$ cat config.mk
export PLATFORM = sky130hd
export DESIGN_NAME = lsq_param
export DESIGN_NICKNAME = d
export VERILOG_FILES = /design/src/rtl/lsq_param.sv
export SDC_FILE = /design/constraint.sdc
export NUM_CORES = 2
export LEC_CHECK = 0
export CAP_MARGIN = 5
export CORE_MARGIN = 8
export CORE_UTILIZATION = 30
export DETAILED_ROUTE_END_ITERATION = 6
export HOLD_SLACK_MARGIN = 0.05
export PLACE_DENSITY = 0.44
export SLEW_MARGIN = 40
export SYNTH_ARGS = -nofsm -noshare
export SYNTH_HDL_FRONTEND = slang
export SYNTH_SLANG_ARGS = --single-unit
$ cat constraint.sdc
create_clock -name clk -period 6.81 [get_ports clk]
set_input_delay 1.0215 -clock clk [delete_from_list [all_inputs] [get_ports clk]]
set_output_delay 1.0215 -clock clk [all_outputs]
set_load 0.03 [all_outputs]
$ cat src/rtl/lsq_param.sv
// In-order load/store queue: circular entry buffer with CDB snoop and bypass,
// head-of-queue issue to the data cache (loads) or to the ROB (stores),
// misalignment reporting, registered CDB output and synchronous flush.
module lsq_param #(
    parameter int unsigned DEPTH  = 8,
    parameter int unsigned DATA_W = 32,
    parameter int unsigned ADDR_W = 32,
    parameter int unsigned TAG_W  = 4
) (
    input  logic              clk,
    input  logic              rst,
    input  logic              flush,
    input  logic              disp_valid,
    input  logic              disp_store,
    input  logic [1:0]        disp_size,
    input  logic              disp_unsigned,
    input  logic [TAG_W-1:0]  disp_tag,
    input  logic [ADDR_W-1:0] disp_offset,
    input  logic [TAG_W:0]    disp_lock1,
    input  logic [DATA_W-1:0] disp_data1,
    input  logic [TAG_W:0]    disp_lock2,
    input  logic [DATA_W-1:0] disp_data2,
    output logic              full,
    input  logic [TAG_W:0]    cdb_a_index,
    input  logic [DATA_W-1:0] cdb_a_data,
    input  logic [TAG_W:0]    cdb_b_index,
    input  logic [DATA_W-1:0] cdb_b_data,
    input  logic              rob_stall,
    output logic              cdb_out_valid,
    output logic [TAG_W:0]    cdb_out_index,
    output logic [DATA_W-1:0] cdb_out_data,
    output logic [ADDR_W-1:0] cdb_out_addr,
    output logic [3:0]        cdb_out_mask,
    output logic              cdb_out_exc,
    output logic              dcache_read,
    output logic [ADDR_W-1:0] dcache_addr,
    input  logic              dcache_read_done,
    input  logic [DATA_W-1:0] dcache_read_data
);

    localparam int unsigned LOCK_W = TAG_W + 1;
    localparam int unsigned PTR_W  = $clog2(DEPTH);
    localparam int unsigned CNT_W  = $clog2(DEPTH) + 1;
    localparam logic [LOCK_W-1:0] NO_LOCK = {1'b1, {TAG_W{1'b0}}};

    typedef struct packed {
        logic              valid;
        logic              store;
        logic [1:0]        size;
        logic              uns;
        logic [TAG_W-1:0]  tag;
        logic [ADDR_W-1:0] offset;
        logic [LOCK_W-1:0] lock1;
        logic [DATA_W-1:0] data1;
        logic [LOCK_W-1:0] lock2;
        logic [DATA_W-1:0] data2;
    } entry_t;

    typedef enum logic {IDLE, LOAD} state_e;

    entry_t            ent_q [DEPTH];
    entry_t            new_ent;
    entry_t            head;
    logic [PTR_W-1:0]  rd_ptr;
    logic [PTR_W-1:0]  wr_ptr;
    logic [CNT_W-1:0]  count;
    state_e            state_q;
    state_e            state_d;

    logic              push;
    logic              pop;
    logic              head_ready;
    logic              head_mis;
    logic [ADDR_W-1:0] eff;
    logic [DATA_W-1:0] ld_sh;
    logic [DATA_W-1:0] ld_data;
    logic [DATA_W-1:0] st_raw;
    logic [DATA_W-1:0] st_data;
    logic [3:0]        st_lanes;
    logic [3:0]        st_mask;

    logic              out_v_d;
    logic [LOCK_W-1:0] out_idx_d;
    logic [DATA_W-1:0] out_data_d;
    logic [ADDR_W-1:0] out_addr_d;
    logic [3:0]        out_mask_d;
    logic              out_exc_d;
    logic              rd_d;
    logic [ADDR_W-1:0] rd_addr_d;

    assign full = (count == CNT_W'(DEPTH));
    assign push = disp_valid && !full;
    assign head = ent_q[rd_ptr];

    // New entry from dispatch, with same-cycle CDB bypass (port A has priority)
    always_comb begin
        new_ent        = '0;
        new_ent.valid  = 1'b1;
        new_ent.store  = disp_store;
        new_ent.size   = disp_size;
        new_ent.uns    = disp_unsigned;
        new_ent.tag    = disp_tag;
        new_ent.offset = disp_offset;
        new_ent.lock1  = disp_lock1;
        new_ent.data1  = disp_data1;
        new_ent.lock2  = disp_lock2;
        new_ent.data2  = disp_data2;
        if (!disp_lock1[LOCK_W-1] && disp_lock1 == cdb_a_index) begin
            new_ent.lock1 = NO_LOCK;
            new_ent.data1 = cdb_a_data;
        end else if (!disp_lock1[LOCK_W-1] && disp_lock1 == cdb_b_index) begin
            new_ent.lock1 = NO_LOCK;
            new_ent.data1 = cdb_b_data;
        end
        if (!disp_lock2[LOCK_W-1] && disp_lock2 == cdb_a_index) begin
            new_ent.lock2 = NO_LOCK;
            new_ent.data2 = cdb_a_data;
        end else if (!disp_lock2[LOCK_W-1] && disp_lock2 == cdb_b_index) begin
            new_ent.lock2 = NO_LOCK;
            new_ent.data2 = cdb_b_data;
        end
    end

    // Head address, alignment, store lane placement and load extraction
    always_comb begin
        eff        = ADDR_W'(head.data1) + head.offset;
        head_ready = head.valid && head.lock1[LOCK_W-1] &&
                     (!head.store || head.lock2[LOCK_W-1]);
        head_mis   = (head.size == 2'b11) ||
                     (head.size == 2'b01 && eff[0]) ||
                     (head.size == 2'b10 && eff[1:0] != 2'b00);
        case (head.size)
            2'b00: begin
                st_raw   = DATA_W'(head.data2[7:0]);
                st_lanes = 4'b0001;
            end
            2'b01: begin
                st_raw   = DATA_W'(head.data2[15:0]);
                st_lanes = 4'b0011;
            end
            default: begin
                st_raw   = head.data2;
                st_lanes = 4'b1111;
            end
        endcase
        st_data = st_raw << {eff[1:0], 3'b000};
        st_mask = st_lanes << eff[1:0];
        ld_sh   = dcache_read_data >> {eff[1:0], 3'b000};
        case (head.size)
            2'b00:   ld_data = head.uns ? DATA_W'(ld_sh[7:0])
                                        : {{(DATA_W-8){ld_sh[7]}}, ld_sh[7:0]};
            2'b01:   ld_data = head.uns ? DATA_W'(ld_sh[15:0])
                                        : {{(DATA_W-16){ld_sh[15]}}, ld_sh[15:0]};
            default: ld_data = dcache_read_data;
        endcase
    end

    // Issue FSM: next state, pop and next values of registered outputs
    always_comb begin
        state_d    = state_q;
        pop        = 1'b0;
        out_v_d    = 1'b0;
        out_idx_d  = NO_LOCK;
        out_data_d = '0;
        out_addr_d = '0;
        out_mask_d = '0;
        out_exc_d  = 1'b0;
        rd_d       = dcache_read;
        rd_addr_d  = dcache_addr;
        case (state_q)
            IDLE: begin
                if (head_ready) begin
                    if (head_mis) begin
                        if (!head.store || !rob_stall) begin
                            pop        = 1'b1;
                            out_v_d    = 1'b1;
                            out_idx_d  = {1'b0, head.tag};
                            out_addr_d = eff;
                            out_exc_d  = 1'b1;
                        end
                    end else if (head.store) begin
                        if (!rob_stall) begin
                            pop        = 1'b1;
                            out_v_d    = 1'b1;
                            out_idx_d  = {1'b0, head.tag};
                            out_data_d = st_data;
                            out_addr_d = eff;
                            out_mask_d = st_mask;
                        end
                    end else begin
                        state_d   = LOAD;
                        rd_d      = 1'b1;
                        rd_addr_d = {eff[ADDR_W-1:2], 2'b00};
                    end
                end
            end
            LOAD: begin
                if (dcache_read_done) begin
                    pop        = 1'b1;
                    out_v_d    = 1'b1;
                    out_idx_d  = {1'b0, head.tag};
                    out_data_d = ld_data;
                    out_addr_d = eff;
                    rd_d       = 1'b0;
                    state_d    = IDLE;
                end
            end
            default: state_d = IDLE;
        endcase
    end

    // FSM state, pointers, count and registered outputs
    always_ff @(posedge clk) begin
        if (rst || flush) begin
            state_q       <= IDLE;
            rd_ptr        <= '0;
            wr_ptr        <= '0;
            count         <= '0;
            cdb_out_valid <= 1'b0;
            cdb_out_index <= NO_LOCK;
            cdb_out_data  <= '0;
            cdb_out_addr  <= '0;
            cdb_out_mask  <= '0;
            cdb_out_exc   <= 1'b0;
            dcache_read   <= 1'b0;
            dcache_addr   <= '0;
        end else begin
            state_q       <= state_d;
            if (pop)  rd_ptr <= rd_ptr + PTR_W'(1);
            if (push) wr_ptr <= wr_ptr + PTR_W'(1);
            count         <= count + CNT_W'(push) - CNT_W'(pop);
            cdb_out_valid <= out_v_d;
            cdb_out_index <= out_idx_d;
            cdb_out_data  <= out_data_d;
            cdb_out_addr  <= out_addr_d;
            cdb_out_mask  <= out_mask_d;
            cdb_out_exc   <= out_exc_d;
            dcache_read   <= rd_d;
            dcache_addr   <= rd_addr_d;
        end
    end

    // Entry storage: CDB wakeup, pop clear and dispatch write
    always_ff @(posedge clk) begin
        if (rst || flush) begin
            for (int i = 0; i < int'(DEPTH); i++) begin
                ent_q[i] <= '0;
            end
        end else begin
            for (int i = 0; i < int'(DEPTH); i++) begin
                if (ent_q[i].valid && !ent_q[i].lock1[LOCK_W-1]) begin
                    if (ent_q[i].lock1 == cdb_a_index) begin
                        ent_q[i].lock1 <= NO_LOCK;
                        ent_q[i].data1 <= cdb_a_data;
                    end else if (ent_q[i].lock1 == cdb_b_index) begin
                        ent_q[i].lock1 <= NO_LOCK;
                        ent_q[i].data1 <= cdb_b_data;
                    end
                end
                if (ent_q[i].valid && !ent_q[i].lock2[LOCK_W-1]) begin
                    if (ent_q[i].lock2 == cdb_a_index) begin
                        ent_q[i].lock2 <= NO_LOCK;
                        ent_q[i].data2 <= cdb_a_data;
                    end else if (ent_q[i].lock2 == cdb_b_index) begin
                        ent_q[i].lock2 <= NO_LOCK;
                        ent_q[i].data2 <= cdb_b_data;
                    end
                end
            end
            if (pop)  ent_q[rd_ptr].valid <= 1'b0;
            if (push) ent_q[wr_ptr] <= new_ent;
        end
    end

endmodule

==> metrics.md <==
| Metric | Value |
|---|---|
| Full die area | 204000 µm² |
| Synth cell types | 71 |
| RePlAce Congestion | 0.861 |
| TritonCTS buffer count | 121 |
| Worst Tran Pin Value | 0.933 ns |
| Hold path endpoint | dcache_read$_SDFFE_PN0P_ |
| DR WL/cell | 32.3 µm |
| Synth warn | 0 |
| Peak VDD IR | 0.239 mV |
| Largest net degree at the start of global routing | 97 |
| Synth Cell Area | 57000 µm² |
| Synth top area share | 0.481 |
| WP depth | 13 |
| Worst skew pair latency | 0.77 ns |
| R2R Path End | dcache_addr[24]$_SDFFE_PN0P_ |
| Worst path buffer plus inverter count | 2 |
| Detail Route Antenna Nets | 0 |
| Slew Limit Fails | 0 |
| FMAX | 197 MHz |
| Hold Path Cell Cnt | 2 |
| R2r worst-path depth | 13 |
| Min Clock Period, post-route | 5.07 ns |
| Slew HR | 0.378 |
| Pre-CTS WS | 1.71 ns |
| EDFF count, synth | 912 |
| Delay-heaviest family, CP | compound AO/OA/AOI/OAI gates |
| Die height | 452 µm |
| Post-route cell area | 67500 µm² |
| CTS sink count | 1040 |
| Commonest non-fill, non-tap cell in the layout | edfxtp_1 |
| Vias in the first global route | 42600 |
| First-pass GRT wire length | 335000 µm |
| Cell Area, Placed | 63500 µm² |
| Net count, final | 5050 |
| Pwr Density | 230 nW/µm² |
| Die Wd | 452 µm |
| Crit path max fanout | 22 |
| Post-cts sizing count | 0 |
| Synth Instances | 4635 |
| Via count | 42300 |
| Primary FF master, synth | edfxtp_1 |
| Max cap viols | 0 |
| Clock tree buffer depth | 3 |
| Crit-path cells | buf_12 -> buf_4 -> mux4_2 -> mux2_2 -> ha_1 -> o21a_1 -> o21ai_1 -> nand2b_1 -> o311a_1 -> a2111oi_4 -> o41ai_4 -> o311ai_1 -> o21ai_0 |
| I/O Buffers | 332 |
| Min-delay src | dcache_read$_SDFFE_PN0P_ |
| # DRC | 0 |
| Top cells by area, synth | edfxtp_1, mux2i_1, mux4_2, o22ai_1, dfxtp_1 |
| Final hold viol count | 0 |
| Starting Density | 0.301 |
| Most frequent cells in the layout | edfxtp_1, mux2i_1, o22ai_1 |
| Async S/R FF share, synth | 0 |
| Clock root buffer | clkbuf_16 |
| Synth Area per Inst | 12.3 µm² |
| Hold Path Class | flop to flop |
| Crit path max-delay cell type | dfxtp_4 |
| DRT iter0 DRCs | 4362 |
| Vias per cell | 5.70 |
| Crit path launch type | flop |
| Critical path capture point type | flop |
| Post-CTS Setup Repair Bufs | 0 |
| Worst EP required | 7.42 ns |
| Hold_ws | 0.457 ns |
| Period utilization | 0.744 |
| R2r setup slk | 1.74 ns |
| RSZ-0062 raised after global routing | no |
| Largest area contributor in the netlist | edfxtp_1 |
| Share of layout cells above drive strength 1 | 0.159 |
| GRT Util Overall | 0.225 |
| Worst clock skew | 0.0323 ns |
| CTS Hold Buffers Added | 0 |
| Core Region | 189000 µm² |
| Antenna violations before repair | 22 |
| TNS Setup | 0 ns |
| Worst Slack Setup Final | 1.74 ns |
| Leak | 26.3 nW |
| Final setup violation count | 0 |
| Status | finished clean |
| Clock-pin slew on the worst setup and hold paths | 0.06 ns |
| Post-detail-place hpwl | 147000 µm |
| Data arrival, critical path | 5.67 ns |
| Maximum level of the CTS H-tree | 3 |
| IO Count | 335 |
| CP Class | flop to flop |
| Rows | 160 |
| Grt total ovfl | 0 |
| Synthesis-stage register bit count | 1040 |
| P&R area growth vs syn | 18.5% |
| Worst path max stage delay | 0.68 ns |
| First-pass DRT Iterations | 5 |
| Total chip power | 15.6 mW |
| Post-synthesis sequential area ratio | 0.526 |
| CTS tree | yes |
| Final WL | 240000 µm |
metrics by stage:
stage | util | instances
floorplan | - | 4636
global placement | 0.334 | 7162
detailed placement | 0.335 | 7170
CTS | 0.356 | 7396
global route | 0.356 | 7404
finish | 0.357 | 7414
Yosys cell counts, types with 8 or more instances:
| cell | number |
|---|---|
| o21ai_0 | 143 |
| or3_1 | 88 |
| a21o_1 | 15 |
| nor2_1 | 289 |
| buf_1 | 26 |
| edfxtp_1 | 912 |
| xor2_1 | 126 |
| buf_2 | 77 |
| clkbuf_1 | 390 |
| ha_1 | 38 |
| nor3_1 | 62 |
| mux4_2 | 210 |
| a21oi_1 | 167 |
| dfxtp_1 | 128 |
| buf_4 | 10 |
| o211ai_1 | 15 |
| mux2i_1 | 625 |
| and2_1 | 171 |
| nand2b_1 | 23 |
| nand2_1 | 99 |
| nand3_1 | 56 |
| xnor2_1 | 68 |
| nor4_1 | 10 |
| a22oi_1 | 8 |
| o21a_1 | 12 |
| nand4_1 | 16 |
| or2_2 | 13 |
| o31ai_1 | 15 |
| and3_1 | 168 |
| inv_1 | 34 |
| o22ai_1 | 459 |
| mux2_2 | 80 |
state kept, by name, indices dropped and copies added (netlist names), named ones only:
name,flops
cdb_out_addr,32
cdb_out_data,32
cdb_out_exc,1
cdb_out_index,5
cdb_out_mask,4
cdb_out_valid,1
count,4
dcache_addr,30
dcache_read,1
ent_q,920
rd_ptr,3
state_q,1
wr_ptr,3
per-layer routing:
metal,up-vias,part of all wire,track usage
li1,18200,-,-
met5,-,0.000054,0
met2,1694,0.48,0.372
met1,22100,0.43,0.307
met3,321,0.055,0.0287
met4,2,0.031,0.0726
layout make-up:
type / count / area (µm²)
Multi-Input combinational cell: 3056 / 25300
Sequential cell: 1040 / 30000
Timing Repair Buffer: 529 / 5010
Antenna cell: 16 / 40.0
Fill cell: 18600 / 122000
Inverter: 36 / 140
Clock buffer: 165 / 3340
Clock inverter: 61 / 577
Tap cell: 2511 / 3140
kinds of logic after synthesis:
family / count (synthesis) / share of synthesized area
xor+xnor: 194 / 0.0298
other cells: 1 / 0.0000658
buf+inv: 540 / 0.0381
simple gates: 1024 / 0.0945
mux: 916 / 0.209
fa+ha+maj: 40 / 0.00905
flops: 1040 / 0.526
compound gates: 880 / 0.0940
tightest hold or removal path, stage by stage, from the launching register on:
cell     delay, ns
dfxtp_1       0.31
nand2_1       0.05
a21oi_1       0.05
worst max path at each step:
| stage | start | endpoint |
|---|---|---|
| finish | flop | dcache_addr[24]$_SDFFE_PN0P_ |
| floorplan | cdb_a_index[0] | ent_q[7][0]$_DFFE_PP_ |
| global route | flop | dcache_addr[31]$_SDFFE_PN0P_ |
| CTS | flop | count[3]$_SDFF_PN0_ |
| detailed placement | flop | count[3]$_SDFF_PN0_ |
| global placement | flop | dcache_addr[24]$_SDFFE_PN0P_ |
report_power, final:
| group | internal [mW] | switching (mW) | leakage [nW] |
|---|---|---|---|
| Combinational | 0.567 | 1.07 | 13.2 |
| Clock | 3.76 | 2.86 | 1.92 |
| Sequential | 7.21 | 0.0952 | 11.2 |
| Total | 11.5 | 4.02 | 26.3 |
(Power assumes the default switching activity.)
